File: src/rtl/flpv3l_mbus_rx_buffer.sv
// flpv3l_mbus_rx_buffer: MBus RX handshake with commit-on-complete message FIFO toward the layer controller
module flpv3l_mbus_rx_buffer #(
  parameter int DEPTH = 4,
  parameter int AW = 32,
  parameter int DW = 32
) (
  input  logic          CLK,
  input  logic          RESET,
  input  logic [AW-1:0] RX_ADDR,
  input  logic [DW-1:0] RX_DATA,
  input  logic          RX_REQ,
  input  logic          RX_PEND,
  input  logic          RX_BROADCAST,
  input  logic          RX_FAIL,
  output logic          RX_ACK,
  output logic          MSG_VALID,
  output logic [AW-1:0] MSG_ADDR,
  output logic [DW-1:0] MSG_DATA,
  output logic          MSG_LAST,
  output logic          MSG_BCAST,
  input  logic          MSG_READY,
  output logic          OVERFLOW,
  input  logic          CLR_OVERFLOW
);
  localparam int PW = $clog2(DEPTH) + 1;
  typedef enum logic [1:0] {IDLE, ACK, DROP, DROP_ACK} state_t;
  state_t state;
  logic req_q, req_s, fail_q, fail_s, drop_last, full, pop, we;
  logic [PW-1:0] wr, cm, rd;
  logic [AW-1:0] mem_addr [DEPTH];
  logic [DW-1:0] mem_data [DEPTH];
  logic [DEPTH-1:0] mem_last, mem_bcast;
  assign full = (wr - rd) == PW'(DEPTH);
  assign MSG_VALID = cm != rd;
  assign pop = MSG_VALID && MSG_READY;
  assign we = state == IDLE && req_s && !fail_s && !full;
  assign RX_ACK = state == ACK || state == DROP_ACK;
  assign MSG_ADDR = MSG_VALID ? mem_addr[rd[PW-2:0]] : '0;
  assign MSG_DATA = MSG_VALID ? mem_data[rd[PW-2:0]] : '0;
  assign MSG_LAST = MSG_VALID && mem_last[rd[PW-2:0]];
  assign MSG_BCAST = MSG_VALID && mem_bcast[rd[PW-2:0]];
  always_ff @(posedge CLK) begin
    if (we) begin
      mem_addr[wr[PW-2:0]] <= RX_ADDR;
      mem_data[wr[PW-2:0]] <= RX_DATA;
      mem_last[wr[PW-2:0]] <= !RX_PEND;
      mem_bcast[wr[PW-2:0]] <= RX_BROADCAST;
    end
  end
  always_ff @(posedge CLK) begin
    if (RESET) begin
      {req_q, req_s, fail_q, fail_s} <= '0;
      {wr, cm, rd} <= '0;
      state <= IDLE;
      drop_last <= 1'b0;
      OVERFLOW <= 1'b0;
    end else begin
      {req_q, req_s} <= {RX_REQ, req_q};
      {fail_q, fail_s} <= {RX_FAIL, fail_q};
      if (pop) rd <= rd + PW'(1);
      if (CLR_OVERFLOW) OVERFLOW <= 1'b0;
      case (state)
        IDLE: begin
          if (fail_s) wr <= cm;
          else if (req_s && !full) begin
            wr <= wr + PW'(1);
            if (!RX_PEND) cm <= wr + PW'(1);
            state <= ACK;
          end else if (req_s && cm == rd) begin
            wr <= cm;
            OVERFLOW <= 1'b1;
            state <= DROP;
          end
        end
        ACK: begin
          if (fail_s) wr <= cm;
          if (!req_s) state <= IDLE;
        end
        DROP: begin
          if (req_s) begin
            drop_last <= !RX_PEND || fail_s;
            state <= DROP_ACK;
          end else if (fail_s) state <= IDLE;
        end
        default: begin
          if (fail_s) drop_last <= 1'b1;
          if (!req_s) state <= (drop_last || fail_s) ? IDLE : DROP;
        end
      endcase
    end
  end
endmodule

File: config.mk
export PLATFORM = sky130hd
export DESIGN_NAME = flpv3l_mbus_rx_buffer
export DESIGN_NICKNAME = d
export VERILOG_FILES = /design/src/rtl/flpv3l_mbus_rx_buffer.sv
export SDC_FILE = /design/constraint.sdc
export NUM_CORES = 1
export LEC_CHECK = 0
export ABC_AREA = 0
export CAP_MARGIN = 20
export CORE_ASPECT_RATIO = 2
export CORE_MARGIN = 1.5
export CORE_UTILIZATION = 50
export DETAILED_ROUTE_END_ITERATION = 12
export HOLD_SLACK_MARGIN = 0.05
export PLACE_DENSITY = 0.76
export SKIP_CTS_REPAIR_TIMING = 1
export SLEW_MARGIN = 20
export SYNTH_ARGS = -nofsm -noshare
export SYNTH_HDL_FRONTEND = slang
export SYNTH_SLANG_ARGS = --single-unit
File: constraint.sdc
create_clock -name CLK -period 3.3 [get_ports CLK]
set_clock_uncertainty 0.2 [all_clocks]
set_input_delay 0.33 -clock CLK [delete_from_list [all_inputs] [get_ports CLK]]
set_output_delay 0.33 -clock CLK [all_outputs]
set_load 0.01 [all_outputs]
* Word level (Yosys, flattened, before mapping)
Memory sizes are Yosys's and may differ from the RTL's. A register that Yosys moved wholly into a read port is not among the register bits. Cells that the tools add are included.
Cells by class: $add $sub $neg 3, $lt $le $gt $ge 3, equal/unequal tests 14, multiplexer cells 38, bitwise gates (word level) 3, reduce and logical (&&, ||, !) cells 23
Operators by type and width (number):
- 32-bit 2-to-1 mux | 2
- 2-bit 2-to-1 mux | 12
- 1-bit 2-to-1 mux | 12
- 3-bit 2-to-1 mux | 4
- 1-bit logical AND | 9
- 4-bit bitwise mux | 2
- 2-bit != test, second input constant | 4
- 3-bit by 1-bit adder with 3-bit output, second input constant | 2
- 2-bit by 3-bit < comparator with 1-bit output, second input constant | 2
- 3-bit by 1-bit != test with 1-bit output, second input constant | 2
- 2-bit one-hot mux with 3 select lines | 1
- 3-bit one-hot mux with 2 select lines | 1
- 3-bit AND reduction | 2
- 5-bit AND reduction | 1
- 1-bit binary-select mux with 2-bit select | 2
- 2-bit == test, second input constant | 2
- 4-bit by 2-bit != test with 1-bit output, second input constant | 1
- 4-bit AND reduction | 1
- 2-bit nonzero test | 2
- 3-bit == test | 1
- 3-bit == test, second input constant | 1
- 1-bit zero test | 3
- 1-bit logical OR | 3
- 3-bit != test | 1
- 9 further kinds | 11
Word-level totals: bits in registers 25, bits in writable memories 256, input bits 72, output and inout bits 69, logic and storage cells 98, memories kept 2
Memories:
- mem_addr | depth 4, width 32, rd ports 1, clocked after Yosys merged registers in 1, write ports 1, line 30 | logic [AW-1:0] mem_addr [DEPTH];
- mem_data | depth 4, width 32, rd ports 1, clocked after Yosys merged registers in 1, write ports 1, line 31 | logic [DW-1:0] mem_data [DEPTH];

* Depth between registers and ports, before layout
Gate-level depths: netlist of the first run.
word-level depth 7, mapped depth 7, mapped depth without buffers 7

* Worst setup path after synthesis of the first run
No wires, ideal clock.
path kind register to register, start reg wr[0], end mem mem_addr[0][0] (enable), library setup time 0.431 ns, arrival 2.871 ns, data required time 2.669 ns, path slack -0.203 ns, stages on the path, launching flop included 8, clock period less this slack 3.503 ns, path through dfxtp_1 inv_1 ha_1 nor2b_1 xnor2_2 and2_1 nor2_1 and2_1
Between the ends: cells in the longest elaborated chain, start to end 6
Ends and longest elaborated chain:
- from (decl) | line 29 | logic [PW-1:0] wr, cm, rd;
- from (signal assigned) | line 64 | if (fail_s) wr <= cm;
- from (signal assigned) | line 66 | wr <= wr + PW'(1);
- from (signal assigned) | line 70 | wr <= cm;
- 3-bit subtractor | line 33 | assign full = (wr - rd) == PW'(DEPTH);
- 3-bit == test | line 33
- 1-bit zero test | line 36 | assign we = state == IDLE && req_s && !fail_s && !full;
- 1-bit logical AND | line 36
- 1-bit 2-to-1 mux | line 43 | if (we) begin
- 1-bit 2-to-1 mux (implied by the code) | line 44 | mem_addr[wr[PW-2:0]] <= RX_ADDR;
- to (decl) | line 30
Several ways; a longest one is shown, not always the timed one.

==> flow_summary.yaml, run 1 <==
outcome:
  status: "finished, final reports clean"
synth:
  syn_inst: 525
  syn_area_um2: 10900
  yosys_register_bits: 283
  synth_sequential_area_ratio_pct: 76.3
  yosys-top-cells-count: "edfxtp_1, and2_1, mux4_2"
  synth_top_cell_by_area: "edfxtp_1"
  synth_edf_count: 264
  ys.flop_type: "edfxtp_1"
  yosysMostFrequentCell: "edfxtp_1"
  yosysWarningCount: 0
  netlist.area_leader.share_pct: 72.8
  ys_top_cells_by_area: "edfxtp_1, mux4_2, and2_1"
  syn_nets: 604
  async_flop_share_pct: 0
  syn_area_per_cell_um2: 20.8
  ys_types: 35
global_routing:
  grt_max_degree: 67
  grt_pass1_wl_mm: 31.9
  grt_overflow_total: 0
  grt_usage_pct: 18.9
  grt_pass1_vias: 5833
  antenna_found_initial: 0
clock_network:
  clkLatencyLatePin_ns: 0.51
  clk_pin_slew_ns: 0.06
  cts_buffers: 25
  max-clock-path-buffers: 3
  htree_levels: 1
  cts_tree: "done"
  cts_num_sinks: 283
  ctsRootBufferMaster: "clkbuf_16"
cells_and_area:
  n_antenna_cell: 0
  final_nets: 758
  area_delta_synth_final_pct: 24.4
  drive_gt1_share_pct: 17.8
worst_setup_path:
  crit_fanout: 37
  endpoint: "MSG_DATA[19]"
  regToRegStartpoint: "wr[0]"
  startpoint_type: "register"
  r2r_cells: 8
  r2r_end: "mem_data[2][15]"
  rrSetupSlack_ns: 0.64
  worstPathRequired_ns: 2.77
  worst_ep_arrival_time_ns: 2.49
  end_kind: "output pin"
  crit_type: "register to output pin"
timing:
  setup_ws_ns: 0.277
  finalCritPeriodShare_pct: 91.6
  max_freq_ghz: 0.331
  whs_ns: 0.189
  finalMaxSlewViolations: 0
  max_slew.worst_pin.slew_ns: 0.608
  fin_tns_setup_ns: 0
  rsz0062_at_grt: "no"
  maxSlewHeadroom_pct: 59.4
  finalSetupViolCount: 0
  period_needed_ns: 3.02
  hold_viol: 0
drt:
  antenna_left: 0
  drtPass1Iterations: 4
  drc: 0
  vias_per_cell: 5.51
  num_vias: 5341
  drtIter0Drc: 361
  wl_per_cell_um: 21.4
  wl_mm: 20.7
floorplanning:
  die_area_um2: 22700
  die_w_um: 107
  initial_core_util_pct: 50.7
  core.rowCount: 76
  core_um2: 21500
  die_h_um: 212
  ios: 141
placement:
  io_buffers: 140
  dpl.hpwl_mm: 12.6
  place_ws_ns: 0.647
  place_congestion: 0.821
job:
  maxCapViolCount: 0
power_and_ir_drop:
  p_leak_uw: 0.00431
  power_per_cell_area_nw_per_um2: 570
  max-vdd-ir-drop_uv: 501
  totalPowerFinal_uw: 7730
worst_hold_path:
  worstHoldPathType: "input port to register"
-- sequential cells by signal (all words and copies together) (netlist names), 2 cells and up, named ones only --
name and cells:
mem_addr 128, mem_data 128, mem_bcast 4, mem_last 4, cm 3, rd 3
wr 3, state 2
-- layer usage --
metal  global-route usage [%]  share of wire (%)
met1                     22.1                 36
met2                     33.9                 55
met3                     2.43                4.1
met4                     9.07                4.2
met5                        0                  0
-- metrics by stage --
stage	utilization (%)	area, um^2	instances
detailed placement	59.3	12700	925
global route	63.1	13600	969
floorplan	-	10900	525
CTS	63.1	13600	969
finish	63.1	13600	969
global placement	59.3	12700	925
-- how the worst min path moves through the flow --
stage	startpoint	end	cells past startpoint
floorplan	RESET	fail_q	1
global placement	fail_q	fail_s	1
detailed placement	fail_q	fail_s	1
CTS	RX_REQ	req_q	2
global route	RX_REQ	req_q	2
finish	RX_REQ	req_q	2
-- layout make-up --
type	instances	area [um^2]
Clock buffer	27	633
Fill cell	1548	7940
Sequential cell	283	8320
Tap cell	273	342
Multi-Input combinational cell	211	2480
Clock inverter	17	175
Timing Repair Buffer	150	1580
Inverter	8	30.0
-- cells in the final DEF (no fill, tap or decap), drive strengths merged, types with 2 or more instances in the layout --
master | Yosys | routed
a211oi | 3 | 3
a21oi | 5 | 5
and2 | 73 | 73
buf | 6 | 10
bufinv | 0 | 3
clkbuf | 17 | 27
clkdlybuf4s50 | 0 | 140
clkinv | 0 | 11
clkinvlp | 0 | 2
dfxtp | 19 | 19
edfxtp | 264 | 264
ha | 7 | 7
inv | 8 | 9
mux2i | 3 | 3
mux4 | 66 | 66
nand2 | 5 | 5
nand2b | 3 | 3
nand3 | 3 | 3
nor2 | 10 | 10
nor2b | 6 | 6
nor3 | 3 | 3
o21ai | 3 | 3
xnor2 | 6 | 6
xor2 | 2 | 2
-- power breakdown --
part | switching [uW] | internal, uW
registers | 27.8 | 3980
clock network | 1230 | 1630
logic | 379 | 489
total | 1630 | 6100
-- critical path, stage by stage, from the launching register on --
cell             delay [ns]
dfxtp_4                0.70
buf_12                 0.27
mux4_2                 0.31
and2_1                 0.17
clkdlybuf4s50_1        0.51
-- logic make-up (layout without fill, tap and decap cells) --
| group | after synthesis | after routing | share of synthesized area [%] |
|---|---|---|---|
| xor gates and xnor gates | 8 | 8 | 0.781 |
| AOI/OAI and AO/OA | 20 | 20 | 1.37 |
| and+or+nand+nor | 107 | 107 | 5.74 |
| adders and majority gates | 7 | 7 | 0.804 |
| muxes | 69 | 69 | 13.9 |
| buffers and inverters | 31 | 202 | 1.14 |
| DFF | 283 | 283 | 76.3 |
Power figures use the tool's default switching activity.
==> run 2, diff against run 1 <==
--- a/config.mk
+++ b/config.mk
@@ -9,5 +9,5 @@
 export CAP_MARGIN = 20
 export CORE_ASPECT_RATIO = 2
-export CORE_MARGIN = 1.5
+export CORE_MARGIN = 2
 export CORE_UTILIZATION = 50
 export DETAILED_ROUTE_END_ITERATION = 12
==> constraint.sdc (replaced) <==
create_clock -name CLK -period 3.3 [get_ports CLK]
set_clock_uncertainty 0.2 [all_clocks]
set_input_delay 0.33 -clock CLK [delete_from_list [all_inputs] [get_ports CLK]]
set_output_delay 0.33 -clock CLK [all_outputs]
set_load 0.1 [all_outputs]
==> run 2 against run 1 <==
Net effect:
- maximum frequency fell by 0.29%
- critical path depth rose by 1
- worst setup slack got worse by 0.0087 ns
- power rose by 7.1%
- critical endpoint is now MSG_DATA[23]
- largest power group unchanged
- highest routed layer unchanged
==> flow_summary.yaml, run 2 (synthesized netlist as in run 1, its figures left out) <==
placement:
  place_congestion: 0.869
  place_ws_ns: 0.616
  dpl.hpwl_mm: 13.0
  place_inst: 926
  io_buffers: 140
power_and_ir_drop:
  seqPwrFrac_pct: 48.5
  power_frac_clock_pct: 33.0
  combPwrFrac_pct: 18.5
  p_int_uw: 5970
  switchingPower_uw: 2310
  power.share.switching_pct: 27.9
  max-vdd-ir-drop_uv: 383
  power_per_cell_area_nw_per_um2: 621
  p_leak_uw: 0.00441
global_routing:
  grt_pass1_wl_mm: 31.9
  grt_pass1_vias: 5752
  use_met3_pct: 2.35
  antenna_found_initial: 0
  use_met2_pct: 34.2
  grt_usage_pct: 18.7
  grt_max_degree: 67
  grt_overflow_total: 0
  busiest_layer: "met2"
  grt_use_met1_pct: 22.3
timing:
  max_slew.worst_pin.slew_ns: 0.961
  setup_ws_ns: 0.268
  rsz0062_at_grt: "no"
  whs_ns: 0.189
  finalSetupViolCount: 0
  period_needed_ns: 3.03
  hold_viol: 0
  finalCritPeriodShare_pct: 91.9
  maxSlewHeadroom_pct: 35.7
  finalMaxSlewViolations: 0
  max_freq_ghz: 0.330
  fin_tns_setup_ns: 0
clock_network:
  ctsRootBufferMaster: "clkbuf_16"
  clkLatencyLatePin_ns: 0.51
  htree_levels: 1
  cts_num_sinks: 283
  cts_buffers: 24
  max-clock-path-buffers: 3
  cts_tree: "done"
  clk_pin_slew_ns: 0.07
worst_setup_path:
  cpMaxStageDelayCell: "dfxtp_1"
  end_kind: "output pin"
  worstPathRequired_ns: 2.77
  cp_slowest_stage_delay_ns: 0.52
  worst_ep_arrival_time_ns: 2.50
  rrSetupSlack_ns: 0.60
  crit_type: "register to output pin"
  crit_fanout: 46
  startpoint_type: "register"
  cp_common_cell: "buf_4"
  worstPathCellList: "xnor2_1, nand3_4, buf_4, and2_1, buf_4"
cells_and_area:
  drive_gt1_share_pct: 27.2
  final_nets: 758
  layout_common_cells: "edfxtp_1, clkdlybuf4s50_1, buf_4"
  nFillCells: 1595
  post-route-util_pct: 62.0
  area_delta_synth_final_pct: 22.3
  fin_cells: 968
  n_antenna_cell: 0
  final_common_cell: "edfxtp_1"
drt:
  vias_per_cell: 5.53
  antenna_left: 0
  wl_mm: 21.0
  wl_per_cell_um: 21.7
  drtPass1Iterations: 4
  drtIter0Drc: 297
  num_vias: 5350
  drc: 0
floorplanning:
  core_um2: 21500
  die_w_um: 108
  ios: 141
  initial_core_util_pct: 50.7
  die_area_um2: 23100
  core.rowCount: 76
  die_h_um: 213
job:
  maxCapViolCount: 0
worst_hold_path:
  worstHoldPathType: "input port to register"
outcome:
  status: "finished, final reports clean"
-- run 2: cell count changes in the layout (fill, tap and decap cells not counted), moves of 3 or more --
| cell | before | now |
|---|---|---|
| clkinv_1 | 4 | 1 |
| buf_4 | 2 | 72 |
| clkinv_4 | 3 | 0 |
| clkbuf_1 | 2 | 7 |
| clkdlybuf4s50_1 | 140 | 72 |
-- run 2: worst max-delay path: cells and delay by family (launching register included) --
| family | cells | cell delay [ns] |
|---|---|---|
| xor+xnor | 1 | 0.20 |
| flops | 1 | 0.52 |
| buf+inv | 2 | 0.74 |
| simple gates | 2 | 0.51 |
-- run 2: layout make-up --
class / count / area, um^2 / area share, %
Tap cell: 273 / 342 / 2.56
Timing Repair Buffer: 151 / 1400 / 10.5
Clock buffer: 32 / 652 / 4.89
Clock inverter: 10 / 104 / 0.779
Sequential cell: 283 / 8320 / 62.4
Multi-Input combinational cell: 211 / 2490 / 18.7
Inverter: 8 / 30.0 / 0.225
-- run 2: layer usage --
layer / share of wire (%) / wire [um]
met1: 38 / 7920
met2: 56 / 11800
met3: 3.8 / 793
met4: 2.3 / 489
met5: 0 / 0
-- run 2: through the flow --
step,area (um^2),total power [uW]
detailed placement,12600,5640
global route,13300,8530
global placement,12600,5610
CTS,13300,8350
finish,13300,8280
floorplan,10900,5220
-- run 2: worst paths after layout --
check | from | endpoint | cells past startpoint
worst max register to register | rd[1] | mem_addr[3][19] | 8
worst min register to register | fail_q | fail_s | 1
worst min-delay path | RX_FAIL | fail_q | 2
worst max-delay path | rd[0] | MSG_DATA[23] | 5
-- run 2: power groups by stage --
stage	Combinational [uW]	Sequential [uW]	Clock, uW
floorplan	1150	4070	0
global placement	1520	4090	0
detailed placement	1540	4100	0
CTS	1540	4020	2790
global route	1590	4020	2910
finish	1530	4020	2730
==> run 3, diff against run 2 <==
Settings changed: CTS_CLUSTER_DIAMETER from default to 40.
Clock period 3.3 ns to 2.57 ns, I/O delays scaled along.
==> run 3 against run 2 <==
Net effect:
- the flow now finishes with violations (negative setup slack)
- sequential share of layout area shrank 6.1 points
- routed wire length is 12% higher
- worst setup slack got worse by 0.28 ns
- worst hold slack worse by 0.091 ns
- global-route usage is 1.2 points higher
- die area unchanged
- non-clock buffer count rose by 33
- power is 40% higher
- utilization increased by 6.8 points
- largest cell class unchanged
- sequential power grew 28%
==> flow_summary.yaml, run 3 (synthesized netlist as in run 1, its figures left out) <==
worst_setup_path:
  crit_fanout: 5
  crit_type: "register to output pin"
  worstPathRequired_ns: 2.11
  cpMaxStageDelayCell: "mux4_2"
  end_kind: "output pin"
  r2r_cells: 8
  r2r_end: "mem_addr[2][4]"
  regToRegStartpoint: "wr[0]"
  worst-path-buf-inv: 3
  startpoint_type: "register"
  cp_slowest_stage_delay_ns: 0.51
  rrSetupSlack_ns: 0.20
  worstPathCellList: "buf_2, buf_4, mux4_2, and2_1, buf_12"
  critPathTopFamily: "multiplexers"
  worst_ep_arrival_time_ns: 2.12
  cp.depth: 5
outcome:
  violations: "negative setup slack"
  status: "complete, but fails checks"
drt:
  drc: 0
  wl_mm: 23.5
  wl_per_cell_um: 23.4
  drtIter0Drc: 359
  vias_per_cell: 5.56
  antenna_left: 0
  drtPass1Iterations: 4
  num_vias: 5573
global_routing:
  antenna_found_initial: 0
  grt_overflow_total: 0
  grt_usage_pct: 19.9
  grt_pass1_wl_mm: 34.1
  grt_max_degree: 40
  grt_pass1_vias: 6089
cells_and_area:
  n_antenna_cell: 0
  layout_common_cells: "edfxtp_1, buf_12, clkdlybuf4s50_1"
  fin_area_um2: 14800
  final_common_cell: "edfxtp_1"
  drive_gt1_share_pct: 37.9
  final_nets: 791
  fin_cells: 1003
  area_delta_synth_final_pct: 35.7
worst_hold_path:
  hold_start: "RX_FAIL"
  worstHoldEndpoint: "fail_q"
  worstHoldPathType: "input port to register"
  holdPathStages: 2
placement:
  place_ws_ns: 0.126
  place_inst: 940
  place_congestion: 0.853
  dpl.hpwl_mm: 14.5
  postPlaceCellArea_um2: 13600
  io_buffers: 140
floorplanning:
  core_um2: 21500
  core.rowCount: 76
  die_w_um: 108
  die_area_um2: 23100
  ios: 141
  die_h_um: 213
  initial_core_util_pct: 50.7
clock_network:
  cts_num_sinks: 283
  max-clock-path-buffers: 3
  clk_pin_slew_ns: 0.07
  htree_levels: 1
  cts_tree: "done"
  ctsRootBufferMaster: "clkbuf_16"
  clkLatencyLatePin_ns: 0.52
  cts_buffers: 24
timing:
  max_freq_ghz: 0.387
  setup_ws_ns: -0.0116
  max_slew.worst_pin.slew_ns: 0.446
  finalSetupViolCount: 4
  hold_viol: 0
  maxSlewHeadroom_pct: 70.2
  finalMaxSlewViolations: 0
  finalCritPeriodShare_pct: 100
  rsz0062_at_grt: "yes"
  period_needed_ns: 2.58
power_and_ir_drop:
  totalPowerFinal_uw: 11600
  max-vdd-ir-drop_uv: 633
  p_leak_uw: 0.00495
  power_per_cell_area_nw_per_um2: 783
job:
  maxCapViolCount: 0
run 3: changes by cell type in the layout (fill, tap and decap cells not counted), sizes merged:
cell           before  now
clkinv              6    8
clkbuf             32   34
clkdlybuf4s50      72   71
clkinvlp            2    1
bufinv              2    4
inv                 8    9
buf                79  109
run 3: metal layers:
metal | track usage [%] | share of wire, % | vias to the layer above
met5 | 0 | 0 | -
met1 | 23.5 | 36 | 2859
met2 | 36.3 | 56 | 200
met3 | 2.87 | 5.1 | 45
li1 | - | - | 2469
met4 | 7.56 | 3.2 | 0
run 3: layout make-up:
| cell class | count | area (um^2) |
|---|---|---|
| flip-flops and latches | 283 | 8320 |
| fillers | 1335 | 6700 |
| repair buffers | 184 | 2670 |
| multi-input cells | 211 | 2600 |
| clock buffers | 30 | 644 |
| well taps | 273 | 342 |
| clock inverters | 14 | 184 |
| inverters | 8 | 30.0 |
run 3: report_power, final:
part | switching (uW) | total, uW | leakage [uW] | internal [uW]
Clock | 1580 | 3780 | 0.000402 | 2200
Combinational | 1570 | 2660 | 0.00201 | 1090
Sequential | 28.8 | 5130 | 0.00254 | 5110
run 3: through the flow:
step	setup TNS, ns	hold slack [ns]	utilization [%]
2_1_floorplan	-55.41	0.129	-
3_3_place_gp	0	0.241	63.1
3_5_place_dp	0	0.231	63.1
4_1_cts	-10.22	0.0883	66.9
5_1_grt	-0.659	0.107	68.8
6_report	-0.0295	0.0989	68.8
run 3: how the worst max path moves through the flow:
stage	start	endpoint	slack [ns]
6_report	register	MSG_ADDR[19]	-0.01
5_1_grt	register	MSG_ADDR[26]	-0.06
4_1_cts	register	MSG_ADDR[3]	-0.27
3_5_place_dp	wr[0]	mem_data[2][24]	0.13
3_3_place_gp	wr[0]	mem_data[2][3]	0.21
2_1_floorplan	wr[0]	mem_addr[3][0]	-0.21
